`config.mk`:
```
export PLATFORM = sky130hd
export DESIGN_NAME = mem_access_sched
export DESIGN_NICKNAME = d
export VERILOG_FILES = /design/src/rtl/mem_access_sched.sv
export SDC_FILE = /design/constraint.sdc
export NUM_CORES = 1
export LEC_CHECK = 0
export CORE_ASPECT_RATIO = 0.8
export CORE_MARGIN = 5
export CORE_UTILIZATION = 38
export DETAILED_ROUTE_END_ITERATION = 10
export HOLD_SLACK_MARGIN = 0.03
export PLACE_DENSITY = 0.85
export SKIP_LAST_GASP = 1
export SLEW_MARGIN = 20
export SYNTH_ARGS = -nofsm -noshare
export SYNTH_HDL_FRONTEND = slang
export SYNTH_SLANG_ARGS = --single-unit
```
`constraint.sdc`:
```
create_clock -name clk -period 5.4 [get_ports clk]
set_input_delay 1.08 -clock clk [delete_from_list [all_inputs] [get_ports clk]]
set_output_delay 1.08 -clock clk [all_outputs]
set_load 0.02 [all_outputs]
```
`src/rtl/mem_access_sched.sv`:
```
// mem_access_sched: MEM-stage load/store sequencer onto an ack-based data port; DMA sharing under `MEM_SCHED_DMA_EN.
// Latency: grant on the request edge, >=1 busy cycle, then CPU_DONE (CPU) or a dma_done pulse (DMA).
// Backpressure: StallM freezes the pipeline while a CPU access is pending; dma_req simply waits in IDLE.
module mem_access_sched #(
  parameter int unsigned TIMEOUT = 15
) (
  input  logic        clk,
  input  logic        RST,
  input  logic        MemWriteM,
  input  logic        MemtoRegM,
  input  logic [31:0] ALUOutM,
  input  logic [31:0] WriteDataM,
  input  logic        dma_req,
  input  logic        dma_we,
  input  logic [31:0] dma_addr,
  input  logic [31:0] dma_wdata,
  output logic        dma_gnt,
  output logic        dma_done,
  output logic [31:0] dma_rdata,
  output logic        mem_req,
  output logic        mem_we,
  output logic [31:0] mem_addr,
  output logic [31:0] mem_wdata,
  input  logic [31:0] mem_rdata,
  input  logic        mem_ack,
  output logic [31:0] ReadDataM,
  output logic        StallM,
  output logic        mem_err
);

  typedef enum logic [1:0] {IDLE, CPU_BUSY, DMA_BUSY, CPU_DONE} state_e;

  localparam logic [7:0]  TO_LAST = 8'(TIMEOUT - 1);
  localparam logic [31:0] TO_DATA = 32'hDEAD_BEEF;

  state_e      state_q, state_d;
  logic [7:0]  cnt_q, cnt_d;
  logic        mem_req_q, mem_req_d;
  logic        mem_we_q, mem_we_d;
  logic        mem_err_q, mem_err_d;
  logic        dma_done_q, dma_done_d;
  logic [31:0] mem_addr_q, mem_addr_d;
  logic [31:0] mem_wdata_q, mem_wdata_d;
  logic [31:0] rdata_q, rdata_d;
  logic [31:0] dma_rdata_q, dma_rdata_d;
  logic        cpu_rq, grant_dma, finish;
  logic [31:0] resp_data;

  assign cpu_rq = MemWriteM | MemtoRegM;

`ifdef MEM_SCHED_DMA_EN
  // dma_prio_q: DMA wins the next contested grant; cleared at reset so the CPU wins first.
  logic dma_prio_q, dma_prio_d;

  assign grant_dma = dma_req & (~cpu_rq | dma_prio_q);

  always_comb begin
    dma_prio_d = dma_prio_q;
    if (state_q == IDLE && (cpu_rq || dma_req)) begin
      dma_prio_d = ~grant_dma;
    end
  end

  always_ff @(posedge clk) begin
    if (RST) dma_prio_q <= 1'b0;
    else     dma_prio_q <= dma_prio_d;
  end

  assign dma_gnt   = (state_q == DMA_BUSY);
  assign dma_done  = dma_done_q;
  assign dma_rdata = dma_rdata_q;
`else
  logic dma_unused;
  assign dma_unused = ^{dma_req, dma_done_q, dma_rdata_q};
  assign grant_dma  = 1'b0;
  assign dma_gnt    = 1'b0;
  assign dma_done   = 1'b0;
  assign dma_rdata  = 32'h0;
`endif

  always_comb begin
    state_d     = state_q;
    cnt_d       = cnt_q;
    mem_req_d   = mem_req_q;
    mem_we_d    = mem_we_q;
    mem_addr_d  = mem_addr_q;
    mem_wdata_d = mem_wdata_q;
    mem_err_d   = mem_err_q;
    rdata_d     = rdata_q;
    dma_rdata_d = dma_rdata_q;
    dma_done_d  = 1'b0;
    finish      = 1'b0;
    resp_data   = mem_rdata;

    case (state_q)
      IDLE: begin
        if (grant_dma) begin
          state_d     = DMA_BUSY;
          mem_req_d   = 1'b1;
          mem_we_d    = dma_we;
          mem_addr_d  = dma_addr;
          mem_wdata_d = dma_wdata;
          cnt_d       = 8'd0;
        end else if (cpu_rq) begin
          state_d     = CPU_BUSY;
          mem_req_d   = 1'b1;
          mem_we_d    = MemWriteM;
          mem_addr_d  = ALUOutM;
          mem_wdata_d = WriteDataM;
          cnt_d       = 8'd0;
        end
      end

      CPU_BUSY, DMA_BUSY: begin
        // An ack in the timeout cycle wins: the access completes cleanly.
        if (mem_ack) begin
          finish = 1'b1;
        end else if (cnt_q == TO_LAST) begin
          finish    = 1'b1;
          resp_data = TO_DATA;
          mem_err_d = 1'b1;
        end else begin
          cnt_d = cnt_q + 8'd1;
        end

        if (finish) begin
          mem_req_d = 1'b0;
          if (state_q == CPU_BUSY) begin
            state_d = CPU_DONE;
            if (!mem_we_q) rdata_d = resp_data;
          end else begin
            state_d    = IDLE;
            dma_done_d = 1'b1;
            if (!mem_we_q) dma_rdata_d = resp_data;
          end
        end
      end

      CPU_DONE: state_d = IDLE;

      default: state_d = IDLE;
    endcase
  end

  always_ff @(posedge clk) begin
    if (RST) begin
      state_q     <= IDLE;
      cnt_q       <= 8'd0;
      mem_req_q   <= 1'b0;
      mem_we_q    <= 1'b0;
      mem_addr_q  <= 32'h0;
      mem_wdata_q <= 32'h0;
      mem_err_q   <= 1'b0;
      rdata_q     <= 32'h0;
      dma_rdata_q <= 32'h0;
      dma_done_q  <= 1'b0;
    end else begin
      state_q     <= state_d;
      cnt_q       <= cnt_d;
      mem_req_q   <= mem_req_d;
      mem_we_q    <= mem_we_d;
      mem_addr_q  <= mem_addr_d;
      mem_wdata_q <= mem_wdata_d;
      mem_err_q   <= mem_err_d;
      rdata_q     <= rdata_d;
      dma_rdata_q <= dma_rdata_d;
      dma_done_q  <= dma_done_d;
    end
  end

  assign mem_req   = mem_req_q;
  assign mem_we    = mem_we_q;
  assign mem_addr  = mem_addr_q;
  assign mem_wdata = mem_wdata_q;
  assign mem_err   = mem_err_q;
  assign ReadDataM = rdata_q;
  assign StallM    = cpu_rq & (state_q != CPU_DONE);

endmodule

```
==> results.tsv <==
metric	value	unit
grt_overflow	0	
synth-main-ff-cell	dfxtp_1	
vias_per_cell	4.68	
r2r_setup_slack	3.13	ns
cp_data_arrival_time	2.57	ns
yosysWarnings	0	
timing.setup.tns	0	ns
ant_nets	0	
portBuffers	200	
num_rows	35	
crit_type	primary input to output port	
core	11500	um^2
skew	0.0105	ns
wl_per_cell	14.4	um
grt_max_degree	65	
num-fill-cells	1032	
hold_viol	0	
postCtsResizedCells	0	
min_period	3.65	ns
cts_buffers	9	
final_cell_area	6670	um^2
grt_pass1_wl	19100	um
grt_pass1_vias	3931	
fin_util	58.1	%
start_util	38.7	%
dp_hpwl	9360	um
synth_most_common_cell	nand2_1	
setup_viol	0	
first_pass_iters	4	
cts_root_buf	clkbuf_16	
dp_cells	865	
post_cts_buffers	0	
insertion_delay	0.34	ns
cts_hold_buffers	0	
min_period_over_period	67.7	%
cts_tree	built	
wl	12700	um
htree_num_levels	3	
status	completed	
yosys-top-cells-count	141 x nand2_1, 109 x dfxtp_1, 74 x a21oi_1	
worst-path-max-fanout	4	
powerDensity	434	nW/um^2
fmax	0.274	GHz
crit_required	4.32	ns
leakagePower	0.00255	uW
placed_area	6390	um^2
synth-edff-count	0	
io_pins	301	
cp-start-kind	primary input	
grt_usage	17.1	%
synth_top_area_cell	dfxtp_1	
drc	0	
finalNetCount	901	
slew_headroom	32.5	%
async_flop_share	0	%
die_h	107	um
avgSynthCellArea	8.10	um^2
netlist_instances	548	
ctsLongestPathBuffers	2	
syn_to_final_growth	50.3	%
layout-drive-gt1-share	4.37	%
drv_slew	0	
synth_cell_types	50	
die-area	14000	um^2
instances_no_fill	881	
synth_top_cell_area_share	49.2	%
clock_sinks	109	
vias	4121	
synth.area.top_cells	dfxtp_1 49%, nand2_1 12%, a21oi_1 8.3%, buf_4 5.9%, nor2_1 4.7%	
end_kind	output port	
peakVddDrop	256	uV
hold_path.class	flop to flop	
place_congestion	0.855	
netlist_area	4440	um^2
grt_antenna_before_repair	0	
seq_area_frac_synth	49.2	%
ys_ff_latch	109	
die_x	131	um
antenna_cells	0	
p_total	2890	uW
tightest_slew	1.01	ns
drtIter0Drc	196	
maxCapViolations	0	
rsz0062_at_grt	no	
path_clk_slew	0.07	ns
[layout make-up]
| type | instances | area, um^2 | share of cell area [%] |
|---|---|---|---|
| sequential | 109 | 2180 | 32.7 |
| timing repair buffer | 204 | 2030 | 30.4 |
| multi-input combinational | 397 | 1960 | 29.5 |
| clock buffer | 9 | 225 | 3.38 |
| tap | 148 | 185 | 2.78 |
| clock inverter | 7 | 56.3 | 0.844 |
| inverter | 7 | 26.3 | 0.394 |
[worst paths after layout]
| check | to | cells after the start | start |
|---|---|---|---|
| max | StallM | 4 | MemWriteM |
| min | mem_addr[25]$_SDFFE_PP0P_ | 2 | mem_addr[25]$_SDFFE_PP0P_ |
| max reg2reg | mem_addr[26]$_SDFFE_PP0P_ | 6 | state_q[1]$_SDFFE_PP0P_ |
| min reg2reg | mem_addr[25]$_SDFFE_PP0P_ | 2 | mem_addr[25]$_SDFFE_PP0P_ |
[logic make-up after synthesis]
family / synth area share [%]
AOI/OAI and AO/OA: 17.2
adders and majority gates: 1.69
buffers and inverters: 9.78
DFF: 49.2
muxes: 0.226
other: 0.0845
and+or+nand+nor: 21.9
[where the power goes]
group / switching [uW] / internal, uW
combinational: 699 / 514
clock: 308 / 321
sequential: 81.7 / 969
total: 1090 / 1800
[routing by layer]
| layer | global-route usage [%] | vias up | routed length [um] |
|---|---|---|---|
| met5 | 0 | - | 0 |
| met4 | 2.86 | 0 | 63 |
| met3 | 10.0 | 8 | 1920 |
| met2 | 27.3 | 185 | 5540 |
| met1 | 20.1 | 1834 | 5150 |
| li1 | - | 2094 | - |
[critical path: stages]
cell and delay, ns:
clkdlybuf4s50_1 0.57, nor2_1 0.12, nor2_1 0.15, clkdlybuf4s50_1 0.65
[flip-flops by register name, summed over array words and instances, names as in the netlist]
signal	flops
mem_addr	32
mem_req	1
ReadDataM	32
state_q	2
mem_err	1
mem_wdata	32
cnt_q	8
mem_we	1
[metrics by stage]
step	setup slack, ns	hold WS (ns)
2_1_floorplan	2.92	0.466
3_3_place_gp	1.73	0.441
3_5_place_dp	1.72	0.445
4_1_cts	1.72	0.456
5_1_grt	1.65	0.471
6_report	1.75	0.453
[cell usage in the layout, fill, tap and decap left out, types with 2 or more instances in the layout]
cell	synthesis	routed
inv_1	7	7
nor2b_1	4	3
a211oi_1	2	2
nor3_1	2	2
ha_1	6	6
a21oi_1	74	74
nand2b_1	3	3
o21ai_0	12	11
nand4b_1	4	4
or3_1	4	4
buf_4	35	5
a31oi_1	2	2
o21a_1	24	24
nand2_1	141	141
conb_1	1	34
inv_6	0	3
dfxtp_1	109	109
clkinv_2	0	2
clkdlybuf4s50_1	0	199
nor2_1	55	55
clkbuf_16	0	9
o21ai_1	2	2
Power figures use the tool's default switching activity.
